===== config.mk =====
export PLATFORM = sky130hd
export DESIGN_NAME = serial_negate_ctrl
export DESIGN_NICKNAME = d
export VERILOG_FILES = /design/src/rtl/serial_cplx_pkg.sv /design/src/rtl/bit_delay_line.sv /design/src/rtl/serial_negate_ctrl.sv
export SDC_FILE = /design/constraint.sdc
export NUM_CORES = 1
export LEC_CHECK = 0
export CAP_MARGIN = 20
export CELL_PAD_IN_SITES_DETAIL_PLACEMENT = 1
export CELL_PAD_IN_SITES_GLOBAL_PLACEMENT = 1
export CORE_MARGIN = 2
export CORE_UTILIZATION = 47
export CTS_CLUSTER_DIAMETER = 100
export DETAILED_ROUTE_END_ITERATION = 8
export PLACE_DENSITY_LB_ADDON = 0.1
export SETUP_SLACK_MARGIN = 0.2
export SYNTH_ARGS = -nofsm -noshare
export SYNTH_HDL_FRONTEND = slang
export SYNTH_SLANG_ARGS = --single-unit

===== constraint.sdc =====
create_clock -name t_clk -period 5.1 [get_ports t_clk]
set_input_delay 0.765 -clock t_clk [delete_from_list [all_inputs] [get_ports t_clk]]
set_output_delay 0.765 -clock t_clk [all_outputs]
set_load 0.02 [all_outputs]

===== src/rtl/serial_cplx_pkg.sv =====
// Shared definitions for the bit-serial complement sequencer: FSM encoding
// and a constant-width helper.
package serial_cplx_pkg;

    typedef enum logic [1:0] {
        ST_IDLE  = 2'd0,
        ST_SHIFT = 2'd1,
        ST_DRAIN = 2'd2,
        ST_DONE  = 2'd3
    } state_e;

    // Ceiling log2; elaboration-time only.
    function automatic int clog2(input int value);
        int result;
        int v;
        result = 0;
        v      = value - 1;
        while (v > 0) begin
            result++;
            v = v >> 1;
        end
        return result;
    endfunction

endpackage


===== src/rtl/bit_delay_line.sv =====
// Single-bit delay of DEPTH clock cycles; DEPTH=0 degenerates to a wire.
module bit_delay_line #(
    parameter int DEPTH = 1
) (
    input  logic t_clk,
    input  logic rst_n,
    input  logic d_i,
    output logic q_o
);

    generate
        if (DEPTH == 0) begin : g_wire
            assign q_o = d_i;
        end else begin : g_sr
            logic [DEPTH-1:0] sr_q;

            always_ff @(posedge t_clk or negedge rst_n) begin
                if (!rst_n) begin
                    sr_q <= '0;
                end else begin
                    sr_q <= DEPTH'({sr_q, d_i});
                end
            end

            assign q_o = sr_q[DEPTH-1];
        end
    endgenerate

endmodule


===== src/rtl/serial_negate_ctrl.sv =====
// Sequencer around an external bit-serial negator: accepts a parallel word,
// streams it LSB-first with a bit-0 strobe, and reassembles the returned bits.
module serial_negate_ctrl
    import serial_cplx_pkg::*;
#(
    parameter int WIDTH  = 12,
    parameter int DP_LAT = 1
) (
    input  logic             t_clk,
    input  logic             rst_n,
    input  logic             in_valid,
    output logic             in_ready,
    input  logic [WIDTH-1:0] in_data,
    output logic             ser_i,
    output logic             ser_r,
    input  logic             ser_y,
    output logic             out_valid,
    input  logic             out_ready,
    output logic [WIDTH-1:0] out_data,
    output logic             busy
);

    localparam int               CNT_W    = clog2(WIDTH + 1);
    localparam logic [CNT_W-1:0] LAST_BIT = CNT_W'(WIDTH - 1);
    localparam logic [CNT_W-1:0] FULL_CNT = CNT_W'(WIDTH);
    localparam logic [CNT_W-1:0] CNT_ONE  = CNT_W'(1);

    state_e           state_q;
    logic [WIDTH-1:0] tx_sr_q;
    logic [WIDTH-1:0] rx_sr_q;
    logic [WIDTH-1:0] rx_sr_d;
    logic [WIDTH-1:0] out_data_q;
    logic [CNT_W-1:0] tx_cnt_q;
    logic [CNT_W-1:0] rx_cnt_q;
    logic [CNT_W-1:0] rx_cnt_d;
    logic             in_ready_q;
    logic             out_valid_q;
    logic             ser_i_q;
    logic             ser_r_q;
    logic             busy_q;
    logic             issue;
    logic             capture;
    logic             rx_full;

    // A bit is on ser_i for exactly the cycles spent in SHIFT; delaying that
    // flag by the datapath latency marks the cycles whose ser_y is valid.
    assign issue = (state_q == ST_SHIFT);

    bit_delay_line #(
        .DEPTH(DP_LAT)
    ) u_issue_dly (
        .t_clk(t_clk),
        .rst_n(rst_n),
        .d_i  (issue),
        .q_o  (capture)
    );

    always_comb begin
        rx_sr_d  = rx_sr_q;
        rx_cnt_d = rx_cnt_q;
        if (capture) begin
            rx_sr_d  = {ser_y, rx_sr_q[WIDTH-1:1]};
            rx_cnt_d = rx_cnt_q + CNT_ONE;
        end
    end

    assign rx_full = capture && (rx_cnt_d == FULL_CNT);

    always_ff @(posedge t_clk or negedge rst_n) begin
        if (!rst_n) begin
            state_q     <= ST_IDLE;
            tx_sr_q     <= '0;
            rx_sr_q     <= '0;
            out_data_q  <= '0;
            tx_cnt_q    <= '0;
            rx_cnt_q    <= '0;
            in_ready_q  <= 1'b1;
            out_valid_q <= 1'b0;
            ser_i_q     <= 1'b0;
            ser_r_q     <= 1'b0;
            busy_q      <= 1'b0;
        end else begin
            rx_sr_q  <= rx_sr_d;
            rx_cnt_q <= rx_cnt_d;

            case (state_q)
                ST_IDLE: begin
                    if (in_valid && in_ready_q) begin
                        tx_sr_q    <= in_data;
                        tx_cnt_q   <= '0;
                        rx_cnt_q   <= '0;
                        ser_i_q    <= in_data[0];
                        ser_r_q    <= 1'b1;
                        in_ready_q <= 1'b0;
                        busy_q     <= 1'b1;
                        state_q    <= ST_SHIFT;
                    end
                end
                ST_SHIFT: begin
                    tx_sr_q  <= tx_sr_q >> 1;
                    tx_cnt_q <= tx_cnt_q + CNT_ONE;
                    ser_r_q  <= 1'b0;
                    if (tx_cnt_q == LAST_BIT) begin
                        ser_i_q <= 1'b0;
                        state_q <= rx_full ? ST_DONE : ST_DRAIN;
                    end else begin
                        ser_i_q <= tx_sr_q[1];
                    end
                end
                ST_DRAIN: begin
                    if (rx_full) begin
                        state_q <= ST_DONE;
                    end
                end
                ST_DONE: begin
                    if (out_ready) begin
                        out_valid_q <= 1'b0;
                        in_ready_q  <= 1'b1;
                        busy_q      <= 1'b0;
                        state_q     <= ST_IDLE;
                    end
                end
                default: state_q <= ST_IDLE;
            endcase

            // The final capture can land in SHIFT (DP_LAT=0) or in DRAIN.
            if (rx_full) begin
                out_valid_q <= 1'b1;
                out_data_q  <= rx_sr_d;
            end
        end
    end

    assign in_ready  = in_ready_q;
    assign out_valid = out_valid_q;
    assign out_data  = out_data_q;
    assign ser_i     = ser_i_q;
    assign ser_r     = ser_r_q;
    assign busy      = busy_q;

endmodule


# After elaboration in Yosys (flattened, before gate mapping)
# Cells that the tools add are included.
[totals]
ff_bits = 52
in_bits = 17
output_inout_bits = 17
word_cells = 60
[classes]
n_addsub = 2
eq_ne = 9
mux = 26
reduce_logical = 11
[op_table]
columns = ["operator", "count"]
rows = [
  ["2-to-1 mux 12 bit", 2],
  ["case mux 12 bit (2 select lines)", 1],
  ["2-to-1 mux 4 bit", 4],
  ["2-to-1 mux 1 bit", 9],
  ["adder 4 x 1 -> 4 bit (second input constant)", 2],
  ["== test 4 bit (second input constant)", 2],
  ["2-to-1 mux 2 bit", 4],
  ["inequality test 2 bit (second input constant)", 4],
  ["case mux 1 bit (2 select lines)", 4],
  ["case mux 2 bit (4 select lines)", 1],
  ["case mux 4 bit (2 select lines)", 1],
  ["nonzero test 2 bit", 4],
  ["== test 2 bit (second input constant)", 2],
  ["AND reduction 2 bit", 2],
  ["AND reduction 4 bit", 1],
  ["AND reduction 3 bit", 1],
  ["== test 2 x 1 -> 1 bit (second input constant)", 1],
  ["logical AND 1 bit", 2],
  ["logical NOT 2 bit", 1],
]

# Longest topological paths before layout
# Gate-level depths: netlist of the first run.
[depth]
ltp_word = 7
mapped_depth = 9

# Cells and area by module
# A second synthesis of the first run with hierarchy kept.
[unflattened]
cells_unflattened = 186
area_unflattened_um2 = 2344.7
[modules_own_cells]
columns = ["mod", "n_inst", "cells_per_inst", "area_per_inst_um2", "seq_area_each_um2"]
rows = [
  ["serial_negate_ctrl", 1, 185, 2319.7, 1252.5],
  ["bit_delay_line", 1, 1, 25.0, 25.0],
]

# Least setup slack after synthesis of the first run
# Ideal clock, no wire load.
[synth_path]
path_type = "input to register"
from = "input port in_valid"
to = "register tx_sr_q[10]"
setup_time_ns = 0.126
t_arrival_ns = 1.681
setup_slack_ns = 3.293
stages = 7
n_path_buf = 3
cell_sequence = "and3_1 > buf_2 > or2_1 > buf_2 > buf_2 > nor2_1 > a21oi_1"
[synth_via]
elab_chain_cells = 3
[synth_rtl]
columns = ["item", "line", "text"]
rows = [
  ["start, declared", "serial_negate_ctrl.sv:11", "input logic in_valid,"],
  ["logical AND 1 bit", "serial_negate_ctrl.sv:88", "if (in_valid && in_ready_q) begin"],
  ["inequality test 2 bit (no source line)", "n/a", ""],
  ["AND reduction 2 bit (no source line)", "n/a", ""],
  ["end signal, assigned", "serial_negate_ctrl.sv:89", "tx_sr_q <= in_data;"],
  ["end signal, assigned", "serial_negate_ctrl.sv:100", "tx_sr_q <= tx_sr_q >> 1;"],
  ["end, declared", "serial_negate_ctrl.sv:29", "logic [WIDTH-1:0] tx_sr_q;"],
]
# No other way between the ends.
# A chain may end at the register's enable or synchronous reset.

# Worst setup path in the final report of the first run
[layout_path]
from = "register state_q[1]"
to = "register tx_cnt_q[3]"
[layout_via]
elab_chain_cells = 3
elab_cells_between_ends = 6
classes_between = "eq/ne (2); mux (1); reduce/logical (3)"
[layout_rtl]
columns = ["item", "line", "text"]
rows = [
  ["start, declared", "serial_negate_ctrl.sv:28", "state_e state_q;"],
  ["start signal, assigned", "serial_negate_ctrl.sv:105", "state_q <= rx_full ? ST_DONE : ST_DRAIN;"],
  ["== test 2 x 1 -> 1 bit *", "n/a", ""],
  ["via issue", "serial_negate_ctrl.sv:41", "logic issue;"],
  ["nonzero test 2 bit (no source line)", "n/a", ""],
  ["AND reduction 2 bit (no source line)", "n/a", ""],
  ["end signal, assigned", "serial_negate_ctrl.sv:101", "tx_cnt_q <= tx_cnt_q + CNT_ONE;"],
  ["end, declared", "serial_negate_ctrl.sv:33", "logic [CNT_W-1:0] tx_cnt_q;"],
]
# Mark *: on every way through the listed nets, which the timed path passes. The rest lies on a longest branch.

==> results of run 1 <==
routing by layer:
| layer | routed length, um | track usage, % | share of wire [%] | vias up |
|---|---|---|---|---|
| met2 | 2340 | 31.3 | 50 | 28 |
| li1 | - | - | - | 700 |
| met4 | 44 | 5.36 | 0.95 | 0 |
| met3 | 147 | 4.55 | 3.2 | 4 |
| met1 | 2120 | 27.0 | 46 | 721 |
| met5 | 0 | 0 | 0 | - |
kinds of logic (layout without fill, tap and decap cells):
logic type | after synthesis | after routing
buffers and inverters | 16 | 48
AO/OA/AOI/OAI | 27 | 27
multiplexers | 37 | 37
XOR/XNOR | 7 | 7
flip-flops | 51 | 51
AND/OR/NAND/NOR | 42 | 42
adder cells (fa/ha/maj) | 6 | 6
through the flow:
step           power [mW]  hold slack (ps)
6_report            0.659              503
5_1_grt             0.687              521
4_1_cts             0.668              507
3_5_place_dp        0.436              486
3_3_place_gp        0.435              484
2_1_floorplan       0.415              468
power groups by stage:
stage / Combinational [mW] / Sequential, mW / Clock (mW)
after floorplan: 0.00239 / 0.412 / 0
after global placement: 0.0231 / 0.412 / 0
after detailed placement: 0.0239 / 0.412 / 0
after CTS: 0.0241 / 0.404 / 0.240
after global routing: 0.0263 / 0.404 / 0.257
final: 0.0232 / 0.404 / 0.232
synth_stat cells (all sizes together):
cell type  count  area share [%]
mux2          25              14
nor2          18             3.2
a221oi         1            0.37
nand2         13             2.2
o21ai          8             1.9
a21oi         11             2.3
dfstp          1             1.1
nor2b          2            0.53
ha             6             3.2
a21o           2            0.69
inv            6            0.96
nand3          2            0.43
xnor2          1            0.37
a222oi         1            0.43
o221ai         1            0.37
a211o          1            0.37
nand4          2            0.80
nand4b         1            0.64
a22o           1            0.37
or3            1            0.27
and3           1            0.27
buf           10             3.0
dfrtp         50              53
or2            1            0.27
nand3b         1            0.32
mux2i         12             5.1
xor2           6             3.0
o211a          1            0.43
area by class of cell:
class,instances,area share (%)
Inverter,6,0.810
Clock buffer,5,2.48
Sequential cell,51,46.0
Tap cell,67,3.02
Timing Repair Buffer,34,12.0
Multi-Input combinational cell,119,35.0
Clock inverter,3,0.720
flip-flops by register name, summed over array words and instances, names as in the netlist:
name / flops
ser_i: 1
tx_sr_q: 11
out_data: 12
u_issue_dly.q_o: 1
busy: 1
out_valid: 1
ser_r: 1
state_q: 2
rx_cnt_q: 4
in_ready: 1
tx_cnt_q: 4
rx_sr_q: 12
layout by cell type, fill, tap and decap left out, types with 2 or more instances in the layout:
cell type	n
sky130_fd_sc_hd__dfrtp_1	50
sky130_fd_sc_hd__clkdlybuf4s50_1	32
sky130_fd_sc_hd__nor2_1	17
sky130_fd_sc_hd__mux2_2	15
sky130_fd_sc_hd__mux2i_1	12
sky130_fd_sc_hd__nand2_1	12
sky130_fd_sc_hd__a21oi_1	11
sky130_fd_sc_hd__mux2_4	10
sky130_fd_sc_hd__inv_1	6
sky130_fd_sc_hd__o21ai_0	6
sky130_fd_sc_hd__ha_1	6
sky130_fd_sc_hd__xor2_1	5
sky130_fd_sc_hd__clkbuf_8	5
sky130_fd_sc_hd__nor2b_1	2
sky130_fd_sc_hd__nand3_1	2
sky130_fd_sc_hd__clkinvlp_4	2
final timing paths:
check	from	endpoint
max reg2reg	state_q[1]	tx_cnt_q[3]
min reg2reg	rx_sr_q[0]	rx_sr_q[0]
min	rx_sr_q[0]	rx_sr_q[0]
max in group asynchronous	rst_n	tx_sr_q[2]
max	state_q[1]	tx_cnt_q[3]
min in group asynchronous	rst_n	rx_sr_q[6]
==> run summary, run 1 <==
Full die area: 5570 um2. The area growth from synthesis to layout is 18.5%. Adder-cell share of the synthesized area: 3.20%. After synthesis the cells add up to 2340 um2.

Summed over all failing endpoints, the final setup total negative slack is 0 ps. At the worst endpoint, the required time is 5290 ps. The total non-filler cell area in the finished layout is 2780 um2.

The placed cell count is 277. The cell depth of the worst min-delay path was 1; the antenna diode count was 0. The nature of the critical path startpoint is a register. The critical-path maximum fanout was 25; the clock input transition at the sequential cells of the worst setup and hold paths was 90 ps. The cell-internal power came out at 0.512 mW. After synthesis, the largest family of logic cells by area is multiplexers.

The biggest cell delay along the critical path was 800 ps. The net switching power is 0.147 mW, and the initial core utilization is 49.3%. The total count of max-transition violations in the final report is 0, and the routability-driven placement congestion ratio is 0.691.

The tools report the largest net degree at the start of global routing as 52. The power share of the clock group came out at 35.2%. The register-to-register setup slack came out at 2380 ps. The per-cell routed wire length is 16.3 um, and the number of standard cells in the layout, taps in and fillers out is 285. After Yosys synthesis, XOR and XNOR cells account for 3.42% of the synthesized area. The count of distinct cell types in the synthesized netlist is 38, and the initial antenna violation count is 0. The worst slew margin relative to its limit came out at 34.5%. The logs give 58.4% for the core utilization of the finished layout and 60 for the violation count after the first detailed-route iteration. In the final layout, flip-flops and latches occupy 1280 um2.

The kind of cell with the highest combined delay along the critical path is simple AND/OR/NAND/NOR gates. Combinational logic burns 3.5% of the power. Row generation in the floorplan step produced 25 rows.

The number of sinks handled by clock tree synthesis was 51; the share of the synthesized area in compound gates (AO/OA/AOI/OAI) was 7.26%. The arrival time at the worst endpoint was 2910 ps. The path type of the worst setup path was reg2reg.

In the finished design, the share of the clock period the worst path needs comes to 53.3%. The number of global-route vias before repair was 1629; the count of buffers inserted at the top-level ports was 33. Summing all multi-input logic gate instances after layout gives 973 um2. During I/O placement, the number of pins put on the boundary was 34. The run gives 4750 um2 as the standard cell core area. VDD sags by at most 130 uV. Sequential cells were found to cover 54.5% of the synthesized design area.

The critical path runs through a total of 7 cells. The actual slew at the worst max-slew pin is 982 ps. The total setup buffers inserted after CTS is 0. The number of buffers inserted during clock tree synthesis was 5; the maximum clock frequency was 368 MHz. The run gives 0 as the number of buffers inserted for hold repair after clock tree synthesis. The multiplexer fraction of the synthesized cell area works out to 18.7%. Fill cells in the final layout number 499. The standard cell area after detailed placement was 2690 um2. Using the TritonRoute via totals, the vias-per-cell ratio works out to 5.10.

Setup repair after global routing left no endpoint under its margin. The later pin in the worst-skew pair is clocked with a latency of 300 ps. The final hold violation count was 0. The root buffer cell chosen for the clock tree is sky130_fd_sc_hd__clkbuf_8. In this run the power density over the cells is 237 nW/um2. On the final layout, the worst clock skew is 4.61 ps. The all-layer global routing usage was 19.5%.

After synthesis, the mean cell area works out to 12.6 um2. The logs give 209 for the net count after synthesis and 0 for the final number of setup-violating endpoints. The H-tree was split into 2 levels.

The tools report the max-cap violation count as 0. The run gives 8.16 mm as the global-route wire length before repair. The final route contains 1453 vias. The fraction of final layout cells sized beyond drive strength 1 came out at 19.7%. The die is 74.6 um wide.

The slowest stage of the critical path belongs to the cell sky130_fd_sc_hd__ha_1. STA classifies the critical path endpoint as a register. The Yosys step of the flow raised 0 warnings.

TritonCTS built the clock tree. Measured along the y axis, the die boundary spans 74.6 um. The first TritonRoute pass finished after 4 iterations.

Summed over all nets, the half-perimeter wirelength after detailed placement is 3.31 mm. Registers are responsible for 61.3% of the overall power. The run gives 186 as the synthesized netlist cell count.

The worst hold path belongs to the class reg2reg. The final layout contains routed wiring with a total length of 4.65 mm. Before CTS, the worst setup slack after placement is 2350 ps. No sink is reached through more buffers than the 2 on the longest clock path. For this design the static power due to leakage is 1.25 nW. In this run, post-CTS repair resized a total of 0 instances. The logs give 0 for the remaining antenna violation count and 2380 ps for the minimum setup slack in the final design. The total congestion overflow is 0.

The run finished with clean final reports. Of the total synthesized cell area, the portion taken by AND, OR, NAND and NOR gates is 8.91%. The length in cells of the worst reg-to-reg path was 7. After detailed routing, the number of remaining DRC violations is 0. Net switching is 22.3% of the power. The number of synthesized register bits was 51.

The net count of the finished layout is 240. The signal on the critical path passes through inv_1, ha_1, nor2b_1, or2_1, nand4_1, xor2_1, nor2_1. Worst path buffer plus inverter count: 1. Counting I/O delays and the setup requirement, the final critical path takes 2720 ps.
Power figures use the tool's default switching activity.
==> inputs of run 2 (changes only) <==
Settings changed: CORE_UTILIZATION 47 to 39.
Clock period 5.1 ns to 2.3 ns, I/O delays scaled along.
==> run summary, run 2 (synthesized netlist as in run 1, its figures left out) <==
For the worst setup path, the data arrival time is 2130 ps. The most common cell after layout, fill and taps aside is sky130_fd_sc_hd__dfrtp_1. The share of total power dissipated in the clock network is 36.3%.

The detailed router finished its first iteration with 71 violations. The initial core utilization is 40.1%. The critical-path maximum fanout came out at 23.

Counting the buffers created by CTS gives 5. The final total negative setup slack was 0 ps. Buffers placed on the I/O ports in this run total 33. The number of buffers inserted for hold repair after clock tree synthesis is 0. The total congestion overflow is 0. The run gives 0 as the post-CTS resize count. After legalization and detailed placement, the total HPWL measured 3.41 mm. Worst setup skew after layout: 3.89 ps. After detailed routing, the average wire length per cell comes to 16.0 um. TritonCTS built the clock tree. Net switching is 21.6% of the power. The run gives 0 as the final number of setup-violating endpoints.

Nature of the critical path startpoint: a register. In this run the power density over the cells is 519 nW/um2. The flow ran to the end, and the final reports show no timing, DRC or antenna violations. Measured against its own limit, the worst slew margin works out to 65.8%.

Time the worst path needs with I/O delays and setup: 1920 ps. The net switching power was 0.322 mW. The total non-filler cell area in the finished layout is 2880 um2, and the sequential cell fraction of total power is 60.0%. The first global-routing pass estimated 7.98 mm of wire. The repair_antennas step left the layout with diodes totalling 0. The worst endpoint required time was 2500 ps. The actual slew at the worst max-slew pin was 512 ps; the number of global-route vias before repair was 1682. The analysis attributes to cell leakage a power of 1.31 nW. The standard cell core area was 5850 um2. The routability-driven placement congestion ratio came out at 0.812.

The largest net degree at the start of global routing is 52, and the number of remaining DRC errors is 0. Leaving out fill and tap cells, the most frequent cells in the layout are sky130_fd_sc_hd__dfrtp_1, sky130_fd_sc_hd__clkdlybuf4s50_1, sky130_fd_sc_hd__nor2_1. The number of cells on the worst reg-to-reg path is 8. The floorplan row count was 28; the minimum setup slack after placement was 226 ps. The floorplan die height is 81.5 um, and the standard cell area after detailed placement is 2750 um2. 34 I/O pins were placed. In this run the critical register-to-register path is captured at ser_i. For the worst-skew pair, the clock arrives at the later sink with an insertion delay of 310 ps. The clock input transition at the sequential cells of the worst setup and hold paths was 90 ps. The logs give 0 for the final hold violation count and 1.17 mW for the cell-internal power.

No sink is reached through more buffers than the 2 on the longest clock path. Buffers added to address setup during post-CTS repair amount to 0. The critical path is of the reg2reg type. CTS built an H-tree with a depth of 2.

For this run, the top clock speed supported by timing is 520 MHz. Setup repair after global routing left no endpoint under its margin. The share of total power dissipated in combinational logic is 3.7%. The vias per cell came out at 5.06. The tree is rooted in a sky130_fd_sc_hd__clkbuf_8. The path category of the worst min-delay check is in2async. The remaining antenna violation count was 0. Number of search-and-repair iterations in the first detailed-routing pass: 5. The routed layout has 1527 vias. After layout, the worst setup slack is 379 ps.

The logs give 0 for the max-cap violation count and 6650 um2 for the full die area. Once placement completed, the tool counted placed cells totaling 290. The fraction of final layout cells sized beyond drive strength 1 was 22.9%; the ratio of final minimum period to clock period was 83.5%. CTS saw 51 sinks. The area overhead of the layout relative to synthesis works out to 22.8%. The number of nets in the final layout is 249. The reg-to-reg critical path startpoint was state_q[0].

The setup check on the worst reg-to-reg path leaves a slack of 380 ps. For the initial antenna violation count, the log shows 0. The worst setup path is captured at a register.

In the global route stage, overall resource usage came out at 16.1%. The tools report the total count of max-transition violations in the final report as 0. VDD sags by at most 251 uV. The width of the chip is 81.5 um, and the number of standard cells in the layout, taps in and fillers out is 302. Total routed wirelength: 4.84 mm. The power consumption is 1.49 mW.
## run 2: cell count changes in the layout (fill, tap and decap cells not counted)
cell | previous run | this run
sky130_fd_sc_hd__buf_4 | 1 | 9
sky130_fd_sc_hd__buf_12 | 0 | 1
sky130_fd_sc_hd__clkinv_4 | 0 | 1
sky130_fd_sc_hd__clkinv_2 | 1 | 0
sky130_fd_sc_hd__clkinvlp_4 | 2 | 1
sky130_fd_sc_hd__clkbuf_8 | 5 | 6
## run 2: per-stage QoR
stage               utilization (%)  hold WS, ps
detailed placement             47.0          359
global placement               47.0          352
global route                   49.2         33.1
finish                         49.2         15.2
floorplan                         -         49.4
CTS                            48.7         19.2
## run 2: power by group through the flow
stage / clock network, mW / logic [mW] / registers, mW
floorplan: 0 / 0.00529 / 0.914
global placement: 0 / 0.0543 / 0.914
detailed placement: 0 / 0.0564 / 0.914
CTS: 0.575 / 0.0564 / 0.896
global route: 0.617 / 0.0616 / 0.896
finish: 0.542 / 0.0545 / 0.896
## run 2: metal layers
layer  global-route usage, %  vias up  wire length, um
met2                    27.6       40             2500
met4                    7.80        0              125
met3                    4.40       13              181
met1                    18.7      758             2030
met5                       0        -                0
li1                        -      716                -
## run 2: worst max-delay path, stage by stage, from the launching register on
cell                      delay, ps
sky130_fd_sc_hd__dfrtp_1        440
sky130_fd_sc_hd__inv_1          140
sky130_fd_sc_hd__ha_1           270
sky130_fd_sc_hd__and3_1         300
sky130_fd_sc_hd__or2_1          190
sky130_fd_sc_hd__buf_4          250
sky130_fd_sc_hd__nand2_1         70
sky130_fd_sc_hd__o21ai_0         80
sky130_fd_sc_hd__nand2_1         70
## run 2: cell type report
type / count / area [um2]
clock inverter: 2 / 16.3
fill: 624 / 2970
inverter: 6 / 22.5
tap: 75 / 93.8
timing repair buffer: 43 / 413
multi-input combinational: 119 / 973
sequential: 51 / 1280
clock buffer: 6 / 82.6
## run 2: how the worst max path moves through the flow
stage	cells past startpoint	slack, ps	to	from
2_1_floorplan	6	580	state_q[1]	state_q[1]
3_3_place_gp	5	320	state_q[1]	in_valid
3_5_place_dp	5	230	state_q[1]	in_valid
4_1_cts	5	240	out_data[0]	rx_cnt_q[0]
5_1_grt	8	220	ser_i	state_q[0]
6_report	8	380	ser_i	state_q[0]
==> inputs of run 3 (changes only) <==
Clock period 2.3 ns to 1.65 ns, I/O delays scaled along.
==> run summary, run 3 (synthesized netlist as in run 1, its figures left out) <==
In the final design database the tool counted 265 nets. The maximum vdd ir drop is 326 uV, and the number of top-level design ports is 34. The signal on the critical path passes through ha_4, xor2_2, nand4b_4, nor2_4, buf_4, a211o_1, o211a_1. Routability-driven placement congestion ratio: 0.780.

The run gives 3190 um2 as the total non-filler cell area in the finished layout. Antenna diode count: 0. The max-cap violation count is 0. The detailed router finished its first iteration with 52 violations. At the later pin of the worst-skew pair, clock insertion delay measures 300 ps. The vias after detailed routing is 1598, and the portion of total power attributed to combinational logic is 3.4%. During placement, the flow inserted port buffers numbering 33.

The vias per cell is 5.03, and the minimum setup slack in the final design is -68.4 ps. The biggest cell delay along the critical path is 450 ps. The detailed placement HPWL is 3.59 mm. The minimum setup slack after placement came out at -164 ps. The arrival time at the worst endpoint is 1900 ps, and the core utilization of the finished layout is 54.6%. The run gives 2920 um2 as the standard cell area after detailed placement. The remaining antenna violation count is 0, and the final hold slack is 425 ps. STA classifies the critical path endpoint as a register. Leaving out fill and tap cells, the most frequent cells in the layout are sky130_fd_sc_hd__dfrtp_1, sky130_fd_sc_hd__buf_4, sky130_fd_sc_hd__dlygate4sd2_1. The tree built by TritonCTS fans out to 51 sinks. The clock passes through at most 2 buffers.

The per-cell routed wire length is 16.8 um, and the initial antenna violation count is 0. The fraction of final layout cells sized beyond drive strength 1 is 35.8%, and the worst slew margin relative to its limit is 68.6%. The width of the chip was 81.5 um; the clock input transition at the sequential cells of the worst setup and hold paths was 90 ps. Standard cell with the maximum stage delay on the critical path: sky130_fd_sc_hd__dfrtp_2. The first global-routing pass estimated 8.78 mm of wire. Fill cells in the final layout number 621. Setup repair after global routing could not meet its margin everywhere.

The logs give 27 for the largest net degree at the start of global routing and 6650 um2 for the full die area. The tools report the initial core utilization as 40.1%. The path type of the worst setup path was reg2reg.

Derived from the worst setup path, the maximum achievable clock frequency is 582 MHz. TritonCTS built the clock tree. The path category of the worst min-delay check was in2async.

The internal power of the cells totals 1.90 mW. The sequential cell fraction of total power is 53.4%, and the net switching power is 0.443 mW. Power density normalized to cell area: 733 nW/um2.

The logs give 1830 ps for the worst endpoint required time and 5850 um2 for the standard cell core area. Global routing used 17.6% of the available tracks. For the total count of max-transition violations in the final report, the log shows 0.

The total routed wirelength was 5.36 mm. The tools report the number of global-route vias before repair as 1787. The number of search-and-repair iterations in the first detailed-routing pass came out at 4. The time the worst path needs with I/O delays and setup is 1720 ps. The tools report the fraction of met2 tracks used by global routing as 32.1%.

Along the worst path, the maximum fanout reaches 3. In this run, the clock network consumes 43.2% of the power. The count of cells in the finished layout, fillers not included, comes to 318. Clock tree synthesis inserted a total of 5 buffers.

Global routing finished with a remaining overflow of 0. The floorplan row count was 28. In the global route stage, met1 resource usage came out at 20.8%. The flow ran to the end, but the final reports show violations.

Leaving out fill and tap cells, the most frequent cell in the layout is sky130_fd_sc_hd__dfrtp_1. The switching share of total power works out to 18.9%. The layer flagged by global routing as most heavily used is met2. Actual slew at the worst max-slew pin: 470 ps. The logs give 0 for the number of remaining DRC errors and 0 for the final hold violation count. The total number of H-tree levels was 2; the worst setup skew after layout was 5.05 ps. STA classifies the critical path startpoint as a register. The logs give 302 for the placed cell count and 14 for the final number of setup-violating endpoints. The tools report the met3 usage as 3.52%. Measured along the y axis, the die boundary spans 81.5 um. In this design, the largest share of critical-path delay is due to compound AO/OA/AOI/OAI gates. In the finished design, the share of the clock period the worst path needs comes to 104%. The area overhead of the layout relative to synthesis is 36.1%, and the leakage power is 1.49 nW. The checks that failed: setup timing.

Worst path buffer plus inverter count: 1. The cell sitting at the root of the clock tree is a sky130_fd_sc_hd__clkbuf_8.
-- run 3: timing repair --
item,CTS,global route
setup endpoints to repair,47,32
setup buffers,4,2
hold buffers,1,0
pin swaps,3,2
gates resized for setup,31,9
gates cloned,0,1
hold endpoints to repair,18,0
-- run 3: layout make-up --
type / count / area [um2] / area share, %
clock inverter: 3 / 67.6 / 2.12
timing repair buffer: 59 / 584 / 18.3
sequential: 51 / 1280 / 40.2
clock buffer: 5 / 68.8 / 2.16
tap: 75 / 93.8 / 2.94
inverter: 6 / 22.5 / 0.706
multi-input combinational: 119 / 1070 / 33.6
-- run 3: final timing paths --
path	startpoint	to	slack, ps	cells after the start
min in group t_clk	in_data[11]	tx_sr_q[11]	490	3
worst max register to register	rx_cnt_q[1]	state_q[0]	-70	7
max in group asynchronous	rst_n	in_ready	650	3
worst min-delay path	rst_n	out_data[5]	420	2
worst min register to register	out_valid	out_valid	500	1
worst max-delay path	rx_cnt_q[1]	state_q[0]	-70	7
-- run 3: stage by stage --
stage / setup TNS, ps / total power [mW]
after floorplan: -130 / 1.28
after global placement: -147 / 1.35
after detailed placement: -780 / 1.35
after CTS: -507 / 2.38
after global routing: -1970 / 2.44
final: -391 / 2.34
-- run 3: worst reg2reg max path, stage by stage, from the launching register on --
cell and delay (ps):
sky130_fd_sc_hd__dfrtp_2 450, sky130_fd_sc_hd__ha_4 180, sky130_fd_sc_hd__xor2_2 150, sky130_fd_sc_hd__nand4b_4 110, sky130_fd_sc_hd__nor2_4 60, sky130_fd_sc_hd__buf_4 140
sky130_fd_sc_hd__a211o_1 290, sky130_fd_sc_hd__o211a_1 230
-- run 3: layer usage --
| metal | up-vias | routed length (um) |
|---|---|---|
| li1 | 750 | - |
| met1 | 817 | 2170 |
| met2 | 24 | 2980 |
| met3 | 7 | 126 |
| met4 | 0 | 80 |
| met5 | - | 0 |
-- run 3: power groups by stage --
stage / logic, mW / registers (mW) / clock network, mW
global placement: 0.0776 / 1.27 / 0
floorplan: 0.00764 / 1.27 / 0
detailed placement: 0.0807 / 1.27 / 0
finish: 0.0805 / 1.25 / 1.01
CTS: 0.0832 / 1.25 / 1.05
global route: 0.0895 / 1.25 / 1.10
